==> src/rtl/wishbone_block_reader.sv <==
// wishbone_block_reader
// Wishbone Classic Pipelined block-read initiator. A Start with a non-zero
// Length issues Length consecutive word reads from BaseAddr. Responses land
// in a small FIFO that drains over a valid/ready stream as {parity, data}.
// Requests are only issued while a FIFO slot is guaranteed for each one, so
// ACKs never need to be back-pressured.
module wishbone_block_reader #(
  parameter int AddressWidth = 12,
  parameter int DataWidth    = 8,
  parameter int Parity       = 1,
  parameter int FifoDepth    = 4,
  parameter int LengthWidth  = 12
) (
  input  logic                     CLK,
  input  logic                     RST,
  input  logic                     Start,
  input  logic [AddressWidth-1:0]  BaseAddr,
  input  logic [LengthWidth-1:0]   Length,
  output logic                     Busy,
  output logic                     Done,
  output logic                     Error,
  output logic                     CYC,
  output logic                     STB,
  output logic                     WE,
  output logic [AddressWidth-1:0]  ADDR,
  output logic [DataWidth/8-1:0]   SEL,
  input  logic                     STALL,
  input  logic                     ACK,
  input  logic                     ERR,
  input  logic [DataWidth-1:0]     DAT_ToInitiator,
  input  logic [DataWidth/8-1:0]   TGD_ToInitiator,
  output logic [DataWidth-1:0]     OutData,
  output logic [DataWidth/8-1:0]   OutParity,
  output logic                     OutValid,
  input  logic                     OutReady
);

  localparam int SelWidth   = DataWidth / 8;
  localparam int PtrWidth   = (FifoDepth > 1) ? $clog2(FifoDepth) : 1;
  localparam int CountWidth = $clog2(FifoDepth) + 1;
  localparam int SumWidth   = CountWidth + 1;
  localparam int EntryWidth = SelWidth + DataWidth;

  typedef enum logic [1:0] {
    IDLE  = 2'd0,
    ISSUE = 2'd1,
    WAIT  = 2'd2,
    DRAIN = 2'd3
  } state_t;

  state_t                   state_reg;
  logic                     cyc_reg;
  logic                     stb_reg;
  logic [AddressWidth-1:0]  addr_reg;
  logic [SelWidth-1:0]      sel_reg;
  logic                     busy_reg;
  logic                     done_reg;
  logic                     error_reg;

  // Requests still to be issued, requests awaiting a response, FIFO fill.
  logic [LengthWidth-1:0]   remaining_reg;
  logic [CountWidth-1:0]    outstanding_reg;
  logic [CountWidth-1:0]    outstanding_next;
  logic [CountWidth-1:0]    count_reg;
  logic [CountWidth-1:0]    count_next;
  logic [PtrWidth-1:0]      wr_ptr_reg;
  logic [PtrWidth-1:0]      rd_ptr_reg;

  logic [EntryWidth-1:0]    fifo_mem [FifoDepth];
  logic [SelWidth-1:0]      parity_in;

  logic                     accept;
  logic                     push;
  logic                     pop;
  logic                     err_hit;
  logic                     credit_ok;

  // Per-byte parity capture; with parity disabled the tag bits are forced low.
  genvar gi;
  generate
    for (gi = 0; gi < SelWidth; gi++) begin : g_parity
      if (Parity != 0) begin : g_on
        assign parity_in[gi] = TGD_ToInitiator[gi];
      end else begin : g_off
        assign parity_in[gi] = 1'b0;
      end
    end
  endgenerate

  // Bus events of this cycle and the credit check for next cycle's strobe.
  always_comb begin
    accept  = stb_reg && !STALL;
    err_hit = cyc_reg && ERR && ((state_reg == ISSUE) || (state_reg == WAIT));
    // A stray ACK with nothing outstanding is dropped; an ACK alongside ERR is too.
    push    = cyc_reg && ACK && !ERR && (outstanding_reg != '0);
    pop     = (count_reg != '0) && OutReady;

    outstanding_next = outstanding_reg;
    if (accept && !push) begin
      outstanding_next = outstanding_reg + CountWidth'(1);
    end else if (!accept && push) begin
      outstanding_next = outstanding_reg - CountWidth'(1);
    end

    count_next = count_reg;
    if (push && !pop) begin
      count_next = count_reg + CountWidth'(1);
    end else if (!push && pop) begin
      count_next = count_reg - CountWidth'(1);
    end

    // Every request in flight owns a FIFO slot, so strobe only while one is free.
    credit_ok = ({1'b0, outstanding_next} + {1'b0, count_next}) < SumWidth'(FifoDepth);
  end

  // Response FIFO storage; flushes only move the pointers, contents need no reset.
  always_ff @(posedge CLK) begin
    if (push) begin
      fifo_mem[wr_ptr_reg] <= {parity_in, DAT_ToInitiator};
    end
  end

  // Transfer sequencing, bus outputs, counters and FIFO pointers.
  always_ff @(posedge CLK) begin
    if (!RST) begin
      state_reg       <= IDLE;
      cyc_reg         <= 1'b0;
      stb_reg         <= 1'b0;
      addr_reg        <= '0;
      sel_reg         <= '0;
      busy_reg        <= 1'b0;
      done_reg        <= 1'b0;
      error_reg       <= 1'b0;
      remaining_reg   <= '0;
      outstanding_reg <= '0;
      count_reg       <= '0;
      wr_ptr_reg      <= '0;
      rd_ptr_reg      <= '0;
    end else begin
      done_reg        <= 1'b0;
      outstanding_reg <= outstanding_next;
      count_reg       <= count_next;
      if (push) begin
        wr_ptr_reg <= wr_ptr_reg + PtrWidth'(1);
      end
      if (pop) begin
        rd_ptr_reg <= rd_ptr_reg + PtrWidth'(1);
      end

      case (state_reg)
        IDLE: begin
          if (Start) begin
            if (Length != '0) begin
              // The FIFO is empty and nothing is outstanding here, so the
              // first strobe always has credit.
              state_reg     <= ISSUE;
              addr_reg      <= BaseAddr;
              remaining_reg <= Length;
              error_reg     <= 1'b0;
              cyc_reg       <= 1'b1;
              stb_reg       <= 1'b1;
              sel_reg       <= '1;
              busy_reg      <= 1'b1;
            end else begin
              done_reg <= 1'b1;
            end
          end
        end

        ISSUE: begin
          if (err_hit) begin
            state_reg       <= IDLE;
            cyc_reg         <= 1'b0;
            stb_reg         <= 1'b0;
            sel_reg         <= '0;
            busy_reg        <= 1'b0;
            done_reg        <= 1'b1;
            error_reg       <= 1'b1;
            outstanding_reg <= '0;
            count_reg       <= '0;
            wr_ptr_reg      <= '0;
            rd_ptr_reg      <= '0;
          end else begin
            if (accept) begin
              addr_reg      <= addr_reg + AddressWidth'(1);
              remaining_reg <= remaining_reg - LengthWidth'(1);
            end
            if (accept && (remaining_reg == LengthWidth'(1))) begin
              state_reg <= WAIT;
              stb_reg   <= 1'b0;
              sel_reg   <= '0;
            end else begin
              stb_reg <= credit_ok;
              sel_reg <= credit_ok ? '1 : '0;
            end
          end
        end

        WAIT: begin
          if (err_hit) begin
            state_reg       <= IDLE;
            cyc_reg         <= 1'b0;
            busy_reg        <= 1'b0;
            done_reg        <= 1'b1;
            error_reg       <= 1'b1;
            outstanding_reg <= '0;
            count_reg       <= '0;
            wr_ptr_reg      <= '0;
            rd_ptr_reg      <= '0;
          end else if (outstanding_next == '0) begin
            state_reg <= DRAIN;
            cyc_reg   <= 1'b0;
          end
        end

        DRAIN: begin
          // The bus is released; finish once the consumer has taken every word.
          if (count_reg == '0) begin
            state_reg <= IDLE;
            busy_reg  <= 1'b0;
            done_reg  <= 1'b1;
          end
        end

        default: begin
          state_reg <= IDLE;
          cyc_reg   <= 1'b0;
          stb_reg   <= 1'b0;
          sel_reg   <= '0;
          busy_reg  <= 1'b0;
        end
      endcase
    end
  end

  assign CYC   = cyc_reg;
  assign STB   = stb_reg;
  assign WE    = 1'b0;
  assign ADDR  = addr_reg;
  assign SEL   = sel_reg;
  assign Busy  = busy_reg;
  assign Done  = done_reg;
  assign Error = error_reg;

  // The stream presents the FIFO head directly; it only moves on a pop.
  assign {OutParity, OutData} = fifo_mem[rd_ptr_reg];
  assign OutValid             = (count_reg != '0);

endmodule

==> config.mk <==
export PLATFORM = sky130hd
export DESIGN_NAME = wishbone_block_reader
export DESIGN_NICKNAME = d
export VERILOG_FILES = /design/src/rtl/wishbone_block_reader.sv
export SDC_FILE = /design/constraint.sdc
export NUM_CORES = 1
export LEC_CHECK = 0
export ABC_AREA = 1
export CAP_MARGIN = 10
export CORE_MARGIN = 5
export CORE_UTILIZATION = 40
export DETAILED_ROUTE_END_ITERATION = 10
export GPL_TIMING_DRIVEN = 0
export PLACE_DENSITY = 0.66
export REMOVE_ABC_BUFFERS = 1
export SLEW_MARGIN = 20
export SYNTH_ARGS = -nofsm -noshare
export SYNTH_HDL_FRONTEND = slang
export SYNTH_SLANG_ARGS = --single-unit
==> constraint.sdc <==
create_clock -name CLK -period 2.7 [get_ports CLK]
set_input_delay 0.54 -clock CLK [delete_from_list [all_inputs] [get_ports CLK]]
set_output_delay 0.54 -clock CLK [all_outputs]
set_load 0.01 [all_outputs]
==> results.py <==
metrics = {
    "route": {
        "wl_per_cell_um": 13.03,
        "avgViaCountPerCell": 4.896,
        "wirelength_mm": 9.435,
        "drt_iter0_drc": 165,
        "route.detailed.drc": 0,
        "via_count": 3545,
        "ant_nets": 0,
        "firstDrtPassIters": 4,
    },
    "setup_path": {
        "crit_path_end_kind": "output port",
        "regToRegStartpoint": "state_reg[0]",
        "cp.arrival_ns": 1.95,
        "rrSetupSlack_ns": 0.26,
        "worstSetupStartpoint": "rd_ptr_reg[0]",
        "cpMaxStageDelayCell": "clkdlybuf4s50_1",
        "endpoint": "OutData[5]",
        "ff2ff_path_depth": 8,
        "start_kind": "flop",
        "max_stage_delay_ns": 0.57,
        "path_cells": "inv_2, o21ai_0, o22ai_1, clkdlybuf4s50_1",
        "r2r-end": "ADDR[7]",
        "crit_path_max_fanout": 20,
        "cp.required_ns": 2.16,
        "crit_type": "flop to output port",
    },
    "clocking": {
        "cts_tree": "built",
        "clockRootBuffer": "clkbuf_8",
        "cts_buffers": 9,
        "clock_sinks": 77,
        "clk_latency_ns": 0.35,
        "cts.path.max_buffers": 2,
        "h-tree-depth": 3,
        "clk_pin_slew_worst_paths_ns": 0.08,
    },
    "sta": {
        "worstMarginPinSlew_ns": 1.040,
        "grt_setup_unrepaired": "false",
        "hold_slack_ns": 0.4865,
        "drv_slew": 0,
        "max_freq_mhz": 401.7,
        "relSlewSlack": 0.3046,
        "min_period_ns": 2.489,
        "fin_skew_ns": 0.008081,
        "fin_crit_sh": 0.9219,
        "setup_violations": 0,
        "finalHoldViolCount": 0,
    },
    "placed_design": {
        "dpl.cell_count": 703,
        "place_hpwl_mm": 6.576,
        "port_buffers": 67,
        "globalplace.congestion": 0.8427,
    },
    "final_layout": {
        "final_common_cell": "nor2_1",
        "largest_reg_flops": 36,
        "n_antenna_cell": 0,
        "final_cell_mix": "nor2_1, nand2_1, clkdlybuf4s50_1, o21ai_0, inv_1",
        "syn2layout_area_growth_pct": 24.07,
        "drive_gt1_frac": 0.06937,
        "utilization": 0.5132,
        "nNetsFinal": 646,
        "final_cells": 724,
    },
    "floorplanning": {
        "die-area_sq_um": 12320,
        "boundaryPins": 69,
        "rows": 36,
        "fp.dieW_um": 111.0,
        "die_h_um": 111.0,
        "initial_core_util": 0.4136,
        "core_area_sq_um": 9864,
    },
    "synth": {
        "synth.largest_area_cell": "edfxtp_1",
        "ys_types": 33,
        "synth_area_sq_um": 4080,
        "yosysWarnings": 0,
        "yosysSeqAreaShare": 0.4661,
        "synthTopCellsByArea": "edfxtp_1, dfxtp_1, nor2_1",
        "syn_area_per_cell_sq_um": 7.816,
        "yosys_register_bits": 77,
        "netlist_instances": 522,
        "synth_top_area_frac": 0.2649,
    },
    "flow_run": {
        "maxCapViolCount": 0,
    },
    "power_and_ir_drop": {
        "vdd_drop_max_uv": 754.1,
        "power_density_nw_per_um2": 1065,
        "switching_power_mw": 2.381,
        "switching_share": 0.4418,
        "leakagePower_nw": 2.083,
        "combPwrFrac": 0.521,
        "p_int_mw": 3.008,
        "clkPwrFrac": 0.149,
        "seq_power_share": 0.330,
    },
    "global_routing": {
        "grt_use_total": 0.1545,
        "grt_pass1_wl_mm": 15.71,
        "grt_max_degree": 32,
        "overflow": 0,
        "antenna_found_initial": 0,
        "grt_pass1_vias": 3391,
    },
    "outcome": {
        "status": "complete, no violations",
    },
    "min_path": {
        "hp-class": "flop to flop",
        "hp-start": "Error",
    },
}
power by group through the flow:
stage | logic [mW] | registers [mW] | clock network [mW]
finish | 2.81 | 1.78 | 0.802
global route | 3.19 | 1.83 | 0.884
CTS | 2.73 | 1.78 | 0.839
detailed placement | 2.65 | 1.79 | 0
global placement | 2.61 | 1.79 | 0
floorplan | 1.72 | 1.78 | 0
cells in the mapped netlist (all sizes together):
library cell  number
a211oi             1
ha                20
a21oi             29
o21ai             62
a31oi              1
or2                3
buf                8
clkbuf            11
nor4               1
inv               53
nand3             31
nand3b             2
conb               1
nor2              96
nand2             96
nand4              2
o21a               1
o22ai             11
mux2               1
xor2               6
dfxtp             41
edfxtp            36
nor3               7
o31ai              2
routing by layer:
metal / routed length (um) / share of wire / global-route usage
met5: 0 / 0 / 0
met3: 428 / 0.045 / 0.04203
met1: 4282 / 0.45 / 0.1860
met2: 4615 / 0.49 / 0.2629
met4: 109 / 0.012 / 0.05829
stage by stage:
stage	TNS (ns)	setup slack [ns]	instance area, sq um	total power, mW
3_5_place_dp	-22.80	-1.126	4820	4.446
4_1_cts	0	0.1601	5027	5.345
2_1_floorplan	0	0.01897	3983	3.502
6_report	0	0.2108	5062	5.389
3_3_place_gp	-22.19	-1.093	4820	4.392
5_1_grt	0	0.06137	5062	5.901
area by class of cell:
type / instances / area (sq um)
clock buffers: 9 / 123.9
clock inverters: 7 / 58.81
fillers: 954 / 4802
inverters: 53 / 198.9
multi-input cells: 374 / 1911
flip-flops and latches: 77 / 1903
well taps: 133 / 166.4
repair buffers: 71 / 700.7
worst max-delay path, delay by kind of cell (launching register included):
family,cells,cell delay (ns)
buffers and inverters,2,0.86
AO/OA/AOI/OAI,2,0.30
flip-flops,1,0.44
worst min-delay path by stage:
stage	end	slack (ns)	cells after the start
6_report	Error	0.49	2
5_1_grt	Error	0.51	2
4_1_cts	Error	0.49	2
3_5_place_dp	Error	0.47	2
3_3_place_gp	Error	0.47	2
2_1_floorplan	remaining_reg[1]	0.48	2
logic make-up (layout without fill, tap and decap cells):
| family | after synthesis | count (layout) | share of synthesized area |
|---|---|---|---|
| fa+ha+maj | 20 | 20 | 0.06133 |
| other cells | 1 | 1 | 0.0009191 |
| xor+xnor | 6 | 6 | 0.01288 |
| simple gates | 238 | 239 | 0.2459 |
| mux | 1 | 1 | 0.002760 |
| buf+inv | 72 | 140 | 0.07268 |
| flops | 77 | 77 | 0.4661 |
| compound gates | 107 | 107 | 0.1374 |
repair_timing:
item | in CTS | in global routing
pin swaps | 1 | 1
endpoints found under the setup margin | 33 | 16
resized for setup | 4 | 1
gates cloned | 1 | 0
buffers inserted | 0 | 4
hold buffers | 0 | 0
Note: power is estimated with default switching activity, not from simulation.
